[config.mk]
export PLATFORM = sky130hd
export DESIGN_NAME = irq_trap_arbiter
export DESIGN_NICKNAME = d
export VERILOG_FILES = /design/src/rtl/irq_trap_arbiter.sv
export SDC_FILE = /design/constraint.sdc
export NUM_CORES = 1
export LEC_CHECK = 0
export ABC_AREA = 1
export ABC_CLOCK_PERIOD_IN_PS = 1850
export BUFFER_PORTS_ARGS = -buffer_cell sky130_fd_sc_hd__buf_2
export CORE_MARGIN = 8
export CORE_UTILIZATION = 43
export DETAILED_ROUTE_END_ITERATION = 10
export PLACE_DENSITY = 0.85
export RECOVER_POWER = 25
export REMOVE_ABC_BUFFERS = 1
export SYNTH_ARGS = -nofsm -noshare
export SYNTH_HDL_FRONTEND = slang
export SYNTH_SLANG_ARGS = --single-unit
[constraint.sdc]
create_clock -name clk -period 1.85 [get_ports clk]
set_input_delay 0.185 -clock clk [delete_from_list [all_inputs] [get_ports clk]]
set_output_delay 0.185 -clock clk [all_outputs]
set_load 0.005 [all_outputs]
[src/rtl/irq_trap_arbiter.sv]
// Machine interrupt arbiter: synchronises IRQ lines, masks with mie/mstatus.MIE,
// picks the highest-priority cause and tracks the trap request until mret.
module irq_trap_arbiter #(
    parameter int unsigned NUM_LOCAL   = 4,
    parameter int unsigned SYNC_STAGES = 2,
    localparam int unsigned LOC_W      = (NUM_LOCAL > 0) ? NUM_LOCAL : 1
) (
    input  logic             clk,
    input  logic             rst_n,
    input  logic             irq_sw_i,
    input  logic             irq_timer_i,
    input  logic             irq_ext_i,
    input  logic [LOC_W-1:0] irq_local_i,
    input  logic [31:0]      mie_i,
    input  logic             mstatus_mie_i,
    input  logic             exception_i,
    input  logic             stall_i,
    input  logic             m_ret_i,
    output logic             trap_o,
    output logic [31:0]      cause_o,
    output logic [31:0]      mip_o,
    output logic             in_handler_o
);

    localparam int unsigned NIRQ   = 3 + LOC_W;
    localparam int unsigned CODE_W = 5;

    typedef enum logic [1:0] {
        S_IDLE,
        S_REQ,
        S_WAIT,
        S_HANDLER
    } state_t;

    state_t              state_q, state_n;
    logic [NIRQ-1:0]     irq_raw, irq_s;
    logic [31:0]         pend_c, elig_c;
    logic [CODE_W-1:0]   code_c;
    logic                any_c;
    logic                latch_c;

    assign irq_raw = {irq_local_i, irq_ext_i, irq_timer_i, irq_sw_i};

    // Input synchroniser chain; bypassed when sources are already in this clock domain
    generate
        if (SYNC_STAGES == 0) begin : g_nosync
            assign irq_s = irq_raw;
        end else begin : g_sync
            logic [NIRQ-1:0] stage_q [SYNC_STAGES];
            always_ff @(posedge clk) begin
                if (!rst_n) begin
                    for (int i = 0; i < int'(SYNC_STAGES); i++) stage_q[i] <= '0;
                end else begin
                    stage_q[0] <= irq_raw;
                    for (int i = 1; i < int'(SYNC_STAGES); i++) stage_q[i] <= stage_q[i-1];
                end
            end
            assign irq_s = stage_q[SYNC_STAGES-1];
        end
    endgenerate

    // Map synchronised lines onto mip bit positions
    always_comb begin
        pend_c     = '0;
        pend_c[3]  = irq_s[0];
        pend_c[7]  = irq_s[1];
        pend_c[11] = irq_s[2];
        for (int i = 0; i < int'(NUM_LOCAL); i++) pend_c[16+i] = irq_s[3+i];
    end

    // Priority pick: later assignments override, so lowest-priority sources go first
    always_comb begin
        elig_c = pend_c & mie_i & {32{mstatus_mie_i}};
        any_c  = |elig_c;
        code_c = '0;
        for (int i = int'(NUM_LOCAL) - 1; i >= 0; i--) begin
            if (elig_c[16+i]) code_c = CODE_W'(16 + i);
        end
        if (elig_c[7])  code_c = CODE_W'(7);
        if (elig_c[3])  code_c = CODE_W'(3);
        if (elig_c[11]) code_c = CODE_W'(11);
    end

    always_ff @(posedge clk) begin
        if (!rst_n) state_q <= S_IDLE;
        else        state_q <= state_n;
    end

    always_comb begin
        state_n = state_q;
        latch_c = 1'b0;
        case (state_q)
            S_IDLE: begin
                if (any_c && !exception_i) begin
                    state_n = S_REQ;
                    latch_c = 1'b1;
                end
            end
            S_REQ:     state_n = stall_i ? S_WAIT : S_HANDLER;
            S_WAIT:    if (!stall_i) state_n = S_HANDLER;
            S_HANDLER: if (m_ret_i && !stall_i) state_n = S_IDLE;
            default:   state_n = S_IDLE;
        endcase
    end

    // Registered outputs follow the next state so they align with it
    always_ff @(posedge clk) begin
        if (!rst_n) begin
            trap_o       <= 1'b0;
            in_handler_o <= 1'b0;
            cause_o      <= '0;
            mip_o        <= '0;
        end else begin
            trap_o       <= (state_n == S_REQ);
            in_handler_o <= (state_n == S_HANDLER);
            mip_o        <= pend_c;
            if (latch_c) cause_o <= {1'b1, 31'(code_c)};
        end
    end

endmodule
==> metrics.yaml <==
die:
  placementRows: 21
  floorplan.die.height_microns: 74.67
  design.portCount: 111
  start_util_pct: 44.71
  chip_width_microns: 74.67
  die_area_sq_um: 5576
  core_sq_um: 3311
clock_network:
  source_to_sink_clock_delay_at_the_later_pin_of_the_worst_skew_pair_ns: 0.32
  clk_path_buf_depth: 2
  cts_setup_buffers: 0
  cts_tree: "done"
  post_cts_hold_buffer_count: 0
  clock_sinks: 31
  cts_repair_resize_count: 0
  clock_buffers_created_by_tritoncts: 5
  clock_pin_slew_on_the_worst_setup_and_hold_paths_ns: 0.08
  h-tree-depth: 2
  cts_root_buf: "sky130_fd_sc_hd__clkbuf_4"
synth:
  arithmetic_cell_share_of_the_synthesized_area_counting_full_adders_half_adders_and_majority_gates_pct: 0
  synth.top_cells.by_area: "sky130_fd_sc_hd__dfxtp_1 (42%), sky130_fd_sc_hd__buf_4 (26%), sky130_fd_sc_hd__nand2_1 (10%)"
  synth_cell_type_count: 15
  synth-edff-count: 0
  post_synthesis_compound_gate_area_fraction_pct: 2.451
  synthSimpleGateAreaFrac_pct: 20.63
  synth.most_common_cell: "sky130_fd_sc_hd__buf_4"
  synth.top_cell.area_share_pct: 41.93
  synth_mux_area_share_pct: 0
  synth.yosys.seq_area_share_pct: 41.93
  synth_top_family_by_area: "buffers and inverters"
  syn_inst: 193
  synth-seq-cells: 31
  async_reset_ff_share_pct: 0
  synth_ff_type: "sky130_fd_sc_hd__dfxtp_1"
  post-synth-top-area-cell: "sky130_fd_sc_hd__dfxtp_1"
  yosysWarningCount: 0
  post_synth.cell_area_avg_sq_um: 7.669
  synthesis.area_sq_um: 1480
  most_instantiated_cells_after_synthesis: "sky130_fd_sc_hd__buf_4 (52), sky130_fd_sc_hd__nand2_1 (40), sky130_fd_sc_hd__dfxtp_1 (31), sky130_fd_sc_hd__inv_1 (31), sky130_fd_sc_hd__nor2_1 (13)"
  synth_xor_area_share_pct: 0
detailed_routing:
  drt_first_pass_iters: 4
  drt.antenna.violating_nets: 0
  wl_met2_mm: 1.224
  detail_route.iter0.violations: 99
  route.layer.met1.wl_mm: 1.033
  num_vias: 1011
  drt-vias-per-instance: 3.663
  route.detailed.drc: 0
  detail_route.wirelength_mm: 2.607
  detailroute.wirelength.met3_microns: 276
  wire_per_inst_microns: 9.446
  top_signal_layer_used: "met4"
timing:
  grt_setup_unrepaired: "no"
  worst_pin_slew_ns: 1.055
  timing.setup.tns_ns: 0
  achievable-frequency_mhz: 870.9
  hold_viol_final: 0
  period_utilization_post_route_pct: 62.07
  maxSlewHeadroom_pct: 29.67
  timing.final.max_slew_violations: 0
  layout_min_cycle_time_ns: 1.148
  fin_skew_ns: 0.008383
  setup_viol: 0
final_layout:
  fillerInstances: 356
  seqCellArea_sq_um: 620.6
  layout-drive-gt1-share_pct: 19.57
  nets: 275
  final_core_util_pct: 46.90
  area_growth_syn_to_layout_pct: 4.903
  area_of_the_multi_input_gates_sq_um: 533.0
  antennaDiodeCount: 0
hold_path:
  worstHoldPathType: "primary input to flop"
worst_setup_path:
  end_kind: "flop"
  worstSetupPathType: "flop to flop"
  crit_slowest_cell: "sky130_fd_sc_hd__dfxtp_1"
  worstPathRequired_ns: 2.06
  cp_slowest_stage_delay_ns: 0.32
  crit_fanout: 9
  critical_path.cell_chain: "nand3_1 > nand2_1 > nor2_2 > nand2_4 > nand2_4 > nand2_1 > nand2_1 > nor2_1"
  startpoint_type: "flop"
  critical_path.most_common_cell: "sky130_fd_sc_hd__nand2_1"
  cp.arrival_ns: 1.36
place:
  dp.final_hpwl_mm: 2.160
  place.port_buffers: 34
  globalplace.congestion: 0.8021
global_route:
  grt_start_max_net_pins: 29
  grt_pass1_vias: 1074
  number_of_antenna_violations_at_the_first_check_in_global_routing: 0
  grt_first_pass_wirelength_mm: 4.091
  overflow: 0
  gr-usage-all-layers_pct: 9.708
pwr:
  power_density_nw_per_um2: 795.7
  cellLeakagePower_uw: 0.001030
  vdd_drop_max_v: 0.0002392
status:
  outcome: "completed"
flow_run:
  maxCapViolCount: 0
sequential cells by signal, indices dropped and copies added (netlist names):
name,cells
g_sync.stage_q,14
state_q,2
trap_o,1
mip_o,7
in_handler_o,1
cause_o,6
worst paths after layout:
path                            slack, ns  depth (start not counted)                    to                  from
worst max-delay path                 0.70                          8            cause_o[1]  g_sync.stage_q[0][9]
worst min-delay path                 0.04                          3  g_sync.stage_q[0][0]              irq_sw_i
worst max register to register       0.70                          8            cause_o[1]  g_sync.stage_q[0][9]
worst min register to register       0.41                          2  g_sync.stage_q[0][8]  g_sync.stage_q[0][1]
kinds of logic (layout without fill, tap and decap cells):
group,Yosys count,in the layout
AOI/OAI and AO/OA,7,7
other,1,51
buffers and inverters,85,72
and+or+nand+nor,69,69
DFF,31,31
report_power, final:
part / total (uW) / internal, uW / switching (uW) / leakage (uW)
clock network: 380 / 176 / 204 / 0.0000341
logic: 144 / 50.8 / 92.9 / 0.000742
registers: 712 / 699 / 13.2 / 0.000254
total: 1240 / 925 / 310 / 0.00103
worst max-delay path: cells and delay by family, from the launching register on:
family        cells  cell delay (ns)
simple gates      8             0.73
flops             1             0.32
per-layer routing:
layer	vias up	global-route usage (%)
met5	-	0
met4	0	6.522
met3	7	4.394
met1	406	9.282
li1	541	-
met2	57	16.46
cells in the final DEF (no fill, tap or decap):
cell / count
sky130_fd_sc_hd__clkinv_2: 1
sky130_fd_sc_hd__nand2_1: 40
sky130_fd_sc_hd__buf_2: 33
sky130_fd_sc_hd__clkbuf_1: 1
sky130_fd_sc_hd__nor2_1: 13
sky130_fd_sc_hd__nor3_4: 1
sky130_fd_sc_hd__a31oi_1: 1
sky130_fd_sc_hd__clkbuf_4: 5
sky130_fd_sc_hd__inv_1: 31
sky130_fd_sc_hd__o21ai_0: 1
sky130_fd_sc_hd__clkbuf_8: 1
sky130_fd_sc_hd__nor2_2: 2
sky130_fd_sc_hd__a21oi_1: 4
sky130_fd_sc_hd__nand2_4: 2
sky130_fd_sc_hd__dfxtp_1: 31
sky130_fd_sc_hd__conb_1: 51
sky130_fd_sc_hd__o21ai_1: 1
sky130_fd_sc_hd__nand3_1: 11
final cells by class:
class                   instances  area share (%)
flip-flops and latches         31           39.97
clock buffers                   6           3.304
clock inverters                 1          0.3223
well taps                      46           3.707
multi-input cells             127           34.33
inverters                      31           7.494
repair buffers                 34           10.88
through the flow:
step / power (uW) / std cells / instance area (sq um) / setup WS [ns] / hold WS [ns]
floorplan: 813.0 / 189 / 1270 / 0.8272 / 0.2785
global placement: 863.9 / 269 / 1498 / 0.7146 / 0.3681
detailed placement: 868.9 / 269 / 1498 / 0.6790 / 0.3679
CTS: 1255 / 276 / 1554 / 0.7029 / 0.02108
global route: 1319 / 276 / 1553 / 0.5319 / 0.01918
finish: 1236 / 276 / 1553 / 0.7017 / 0.03850
No activity file was read; power rests on OpenSTA's default activity.
